[src/rtl/ternary_weight_unpacker_pkg.sv]
// Shared ternary weight types, 2-bit code constants and the code-to-weight map.
// Also used by the future weight packer.
package ternary_weight_unpacker_pkg;

    typedef enum logic [1:0] {
        W_ZERO = 2'b00,
        W_POS  = 2'b01,
        W_NEG  = 2'b11
    } weight_t;

    localparam logic [1:0] TCODE_ZERO = 2'b00;
    localparam logic [1:0] TCODE_POS  = 2'b01;
    localparam logic [1:0] TCODE_NEG  = 2'b11;
    localparam logic [1:0] TCODE_RSVD = 2'b10;

    // Each code maps to a named member; the reserved code falls through to zero.
    function automatic weight_t tcode_to_weight(input logic [1:0] code);
        case (code)
            TCODE_POS: return W_POS;
            TCODE_NEG: return W_NEG;
            default:   return W_ZERO;
        endcase
    endfunction

endpackage

[src/rtl/ternary_code_dec.sv]
// Combinational decode of one packed input word into CPW ternary weights.
// The reserved-code flag exists only when TERNARY_ERR_CHECK_EN is defined.
module ternary_code_dec
    import ternary_weight_unpacker_pkg::*;
#(
    parameter int CPW = 4
) (
    input  logic [2*CPW-1:0] codes,
    output weight_t [CPW-1:0] weights
`ifdef TERNARY_ERR_CHECK_EN
    ,
    output logic             rsvd
`endif
);

    always_comb begin
        for (int k = 0; k < CPW; k++) begin
            weights[k] = tcode_to_weight(codes[2*k +: 2]);
        end
    end

`ifdef TERNARY_ERR_CHECK_EN
    always_comb begin
        // NOTE: default assignment first so no path leaves rsvd unassigned (no latch).
        rsvd = 1'b0;
        for (int k = 0; k < CPW; k++) begin
            if (codes[2*k +: 2] == TCODE_RSVD) rsvd = 1'b1;
        end
    end
`endif

endmodule

[src/rtl/ternary_weight_unpacker.sv]
// Gathers packed 2-bit ternary codes into LEN-wide weight vectors behind a
// registered valid/ready output. Optional sticky reserved-code flag: TERNARY_ERR_CHECK_EN.
module ternary_weight_unpacker
    import ternary_weight_unpacker_pkg::*;
#(
    parameter int LEN  = 16,
    parameter int IN_W = 8
) (
    input  logic             clk,
    input  logic             rst,
    input  logic             i_valid,
    output logic             o_ready,
    input  logic [IN_W-1:0]  i_data,
    input  logic             i_last,
    output logic             o_valid,
    input  logic             i_ready,
    output weight_t [LEN-1:0] o_weight,
    output logic             o_last,
    output logic             o_err
);

    localparam int CPW = IN_W / 2;
    localparam int WPV = 2 * LEN / IN_W;
    localparam int WCW = (WPV > 1) ? $clog2(WPV) : 1;
    localparam weight_t [LEN-1:0] ZERO_VEC = '{default: W_ZERO};

    logic [WCW-1:0]     wcnt;
    weight_t [LEN-1:0]  asm_q;
    weight_t [LEN-1:0]  asm_next;
    weight_t [CPW-1:0]  dec_w;
    logic               last_word;
    logic               accept;
    logic               complete;

`ifdef TERNARY_ERR_CHECK_EN
    logic dec_rsvd;

    ternary_code_dec #(.CPW(CPW)) u_dec (
        .codes   (i_data),
        .weights (dec_w),
        .rsvd    (dec_rsvd)
    );
`else
    ternary_code_dec #(.CPW(CPW)) u_dec (
        .codes   (i_data),
        .weights (dec_w)
    );
`endif

    // Only a completing word needs the output register; earlier words never stall.
    assign last_word = (wcnt == WCW'(WPV - 1)) || i_last;
    assign o_ready   = !(last_word && o_valid && !i_ready);
    assign accept    = i_valid && o_ready;
    assign complete  = accept && last_word;

    // Unwritten slots are already zero, so merging gives zero padding for free.
    always_comb begin
        asm_next = asm_q;
        for (int k = 0; k < WPV; k++) begin
            if (wcnt == WCW'(k)) asm_next[k*CPW +: CPW] = dec_w;
        end
    end

    always_ff @(posedge clk) begin
        if (rst) begin
            // NOTE: the assembly buffer is reset as well; its zero state is what pads a short tile.
            wcnt     <= '0;
            asm_q    <= ZERO_VEC;
            o_weight <= ZERO_VEC;
            o_valid  <= 1'b0;
            o_last   <= 1'b0;
        end else begin
            // NOTE: non-blocking assignments keep every register updating from pre-edge values.
            if (accept) begin
                if (complete) begin
                    o_weight <= asm_next;
                    o_last   <= i_last;
                    asm_q    <= ZERO_VEC;
                    wcnt     <= '0;
                end else begin
                    asm_q    <= asm_next;
                    wcnt     <= wcnt + 1'b1;
                end
            end

            if (complete) begin
                o_valid <= 1'b1;
            end else if (i_ready) begin
                o_valid <= 1'b0;
            end
        end
    end

`ifdef TERNARY_ERR_CHECK_EN
    always_ff @(posedge clk) begin
        if (rst) begin
            o_err <= 1'b0;
        end else if (accept && dec_rsvd) begin
            o_err <= 1'b1;
        end
    end
`else
    assign o_err = 1'b0;
`endif

endmodule

[config.mk]
export PLATFORM = sky130hd
export DESIGN_NAME = ternary_weight_unpacker
export DESIGN_NICKNAME = d
export VERILOG_FILES = /design/src/rtl/ternary_weight_unpacker_pkg.sv /design/src/rtl/ternary_code_dec.sv /design/src/rtl/ternary_weight_unpacker.sv
export SDC_FILE = /design/constraint.sdc
export NUM_CORES = 1
export LEC_CHECK = 0
export BUFFER_PORTS_ARGS = -buffer_cell sky130_fd_sc_hd__buf_2
export CORE_MARGIN = 3
export CORE_UTILIZATION = 25
export CTS_BUF_LIST = sky130_fd_sc_hd__clkbuf_16
export CTS_CLUSTER_SIZE = 30
export DETAILED_ROUTE_END_ITERATION = 10
export PLACE_DENSITY = 0.42
export SYNTH_ARGS = -nofsm -noshare
export SYNTH_HDL_FRONTEND = slang
export SYNTH_SLANG_ARGS = --single-unit
[constraint.sdc]
create_clock -name clk -period 2 [get_ports clk]
set_input_delay 0.2 -clock clk [delete_from_list [all_inputs] [get_ports clk]]
set_output_delay 0.2 -clock clk [all_outputs]
set_load 0.005 [all_outputs]
==> flow_summary.json <==
{
  "outcome": "finished clean",
  "min_from": "i_data[3]",
  "final_max_slew_viol_count": 0,
  "tightest_slew_ps": 526.5,
  "arrival_ps": 2070,
  "setup_tns_ps": 0,
  "grt_max_degree": 28,
  "syn-cell-area_um2": 2923,
  "netlist_instances": 299,
  "fin_skew_ps": 4.670,
  "setup_viol": 0,
  "syn_nets": 316,
  "r2r_cells": 6,
  "core-area_um2": 11130,
  "synth_cell_types": 31,
  "overflow": 0,
  "holdCritPathClass": "in2reg",
  "io_buffers": 47,
  "critical_path_class": "reg2reg",
  "critPathMaxFanout": 22,
  "root_buffer": "clkbuf_16",
  "cts_hold_buf": 0,
  "grt_pass1_vias": 2225,
  "maxCapViolations": 0,
  "place_ws_ps": 196.6,
  "layout_common_cells": "dfxtp_1, nor2_1, buf_2",
  "die_height_um": 114.1,
  "fin_cells": 487,
  "holdPathStages": 3,
  "viasPerCell": 4.598,
  "timing.rr.start": "wcnt[1]",
  "p_leak_nw": 1.401,
  "synth_seq_area_share": 0.4658,
  "area_delta_synth_final_pct": 23.29,
  "fin_crit_ps": 1831,
  "rows": 38,
  "grt_antenna_before_repair": 0,
  "n_antenna_cell": 0,
  "grt_pass1_wl_um": 12350,
  "hold_path_end": "o_weight[19]",
  "place_congestion": 0.7536,
  "cts_buffers": 9,
  "drtIter0Drc": 107,
  "final_common_cell": "dfxtp_1",
  "start_kind": "register",
  "die_w_um": 114.1,
  "ant_nets": 0,
  "hpwl_um": 5218,
  "io_pins": 49,
  "worst_path_max_delay_cell": "dfxtp_1",
  "start_util": 0.2627,
  "maxSlewHeadroom": 0.6475,
  "post-cts-setup-buffer-count": 0,
  "critPathRequiredTime_ps": 2240,
  "cts_tree": "done",
  "cts.sinks": 68,
  "drc_errors": 0,
  "first_pass_iters": 4,
  "vias": 2239,
  "wirelength_um": 7575,
  "peakVddDrop_mv": 0.7426,
  "yosysWarningCount": 0,
  "track_usage": 0.1231,
  "clk_latency_ps": 330,
  "path_clk_slew_ps": 60,
  "ctsResizeCount": 0,
  "r2r-end": "o_weight[11]",
  "clock.fmax_mhz": 546.0,
  "ys_seq_elements": 68,
  "hold_viol": 0,
  "filler_cell_count": 1180,
  "htree_levels": 3,
  "slowest_delay_ps": 380,
  "numPlacedInstances": 471,
  "drive_gt1_frac": 0.2622,
  "finalWorstSetupSlack_ps": 168.5,
  "rsz0062_at_grt": "no",
  "dieArea_um2": 13020,
  "avgSynthCellArea_um2": 9.775,
  "r2r_slack_ps": 170,
  "crit_path_end_kind": "register",
  "cp_cell_sequence": "ha_1 -> or2_4 -> and3_2 -> buf_4 -> nor2_1 -> a311oi_1",
  "clk_path_buf_depth": 2,
  "post-route-period-util": 0.9157,
  "nets": 359,
  "powerDensity_nw_per_um2": 983.7,
  "routedWlPerCell_um": 15.55
}
-- state kept, by name (all words and copies together), names as in the netlist --
name	flops
o_weight	32
asm_q	32
wcnt	2
o_valid	1
o_last	1
-- stage by stage --
stage / utilization / area [um^2] / total power [mW] / hold slack, ps
after floorplan: - / 2923 / 1.682 / 347.1
after global routing: 0.3239 / 3603 / 3.693 / 214.9
after detailed placement: 0.2941 / 3272 / 1.797 / 446.2
final: 0.3239 / 3603 / 3.545 / 197.2
after CTS: 0.3239 / 3603 / 3.606 / 184.0
after global placement: 0.2941 / 3272 / 1.795 / 443.4
-- metal layers --
metal | vias to the layer above | part of all wire | GRT usage
li1 | 1144 | - | -
met1 | 1039 | 0.52 | 0.1771
met2 | 48 | 0.41 | 0.1721
met3 | 8 | 0.050 | 0.03647
met4 | 0 | 0.013 | 0.04751
met5 | - | 0 | 0
-- cell usage after synthesis --
cell	number	share of area
ha_1	4	0.017
o21ai_0	1	0.0017
nand2b_1	9	0.019
inv_1	2	0.0026
buf_4	3	0.0077
or2_1	1	0.0021
clkbuf_1	13	0.017
a22oi_1	7	0.018
and2_1	10	0.021
dfxtp_1	68	0.47
buf_2	8	0.014
or4b_2	1	0.0034
nand2_1	4	0.0051
and3_1	3	0.0064
o211ai_2	1	0.0043
a21oi_1	3	0.0051
a32oi_1	11	0.033
or4b_1	2	0.0068
mux2i_1	33	0.11
a311oi_1	8	0.024
o211ai_1	2	0.0051
conb_1	1	0.0013
nor3b_1	1	0.0026
a211oi_2	12	0.051
nor2b_1	1	0.0021
a211oi_1	12	0.031
or2_4	1	0.0030
nand3_1	9	0.015
nor2_2	1	0.0021
nor2_1	62	0.080
buf_6	5	0.019
-- worst max path at each step --
stage            start  depth (start not counted)           end  slack [ps]
3_5_place_dp   wcnt[1]                          6  o_weight[29]         200
2_1_floorplan  wcnt[0]                          7      asm_q[3]         270
4_1_cts        wcnt[1]                          6  o_weight[11]         140
6_report       wcnt[1]                          6  o_weight[11]         170
3_3_place_gp   wcnt[0]                          6      asm_q[3]         250
5_1_grt        wcnt[1]                          6  o_weight[27]          20
-- cells by family after synthesis --
group / Yosys count / share of synthesized area
other: 1 / 0.001283
muxes: 33 / 0.1130
adders and majority gates: 4 / 0.01712
and+or+nand+nor: 105 / 0.1695
buffers and inverters: 31 / 0.05993
DFF: 68 / 0.4658
AOI/OAI and AO/OA: 57 / 0.1734
-- final cells by class --
class | instances | area [um^2] | area share
timing repair buffer | 61 | 340.3 | 0.09444
tap | 140 | 175.2 | 0.04861
clock buffer | 9 | 225.2 | 0.06250
clock inverter | 7 | 106.4 | 0.02951
multi-input combinational | 200 | 1388 | 0.3851
sequential | 68 | 1361 | 0.3778
inverter | 2 | 7.507 | 0.002083
-- power breakdown --
part / switching (mW) / internal (mW) / total (mW)
clock network: 0.581 / 1.20 / 1.78
logic: 0.197 / 0.129 / 0.326
registers: 0.0262 / 1.41 / 1.44
-- critical path, delay by kind of cell, from the launching register on --
kind            cells  cell delay, ps
simple gates        3             580
flops               1             380
buf+inv             1             300
compound gates      1             250
fa+ha+maj           1             220
Note: power is estimated with default switching activity, not from simulation.
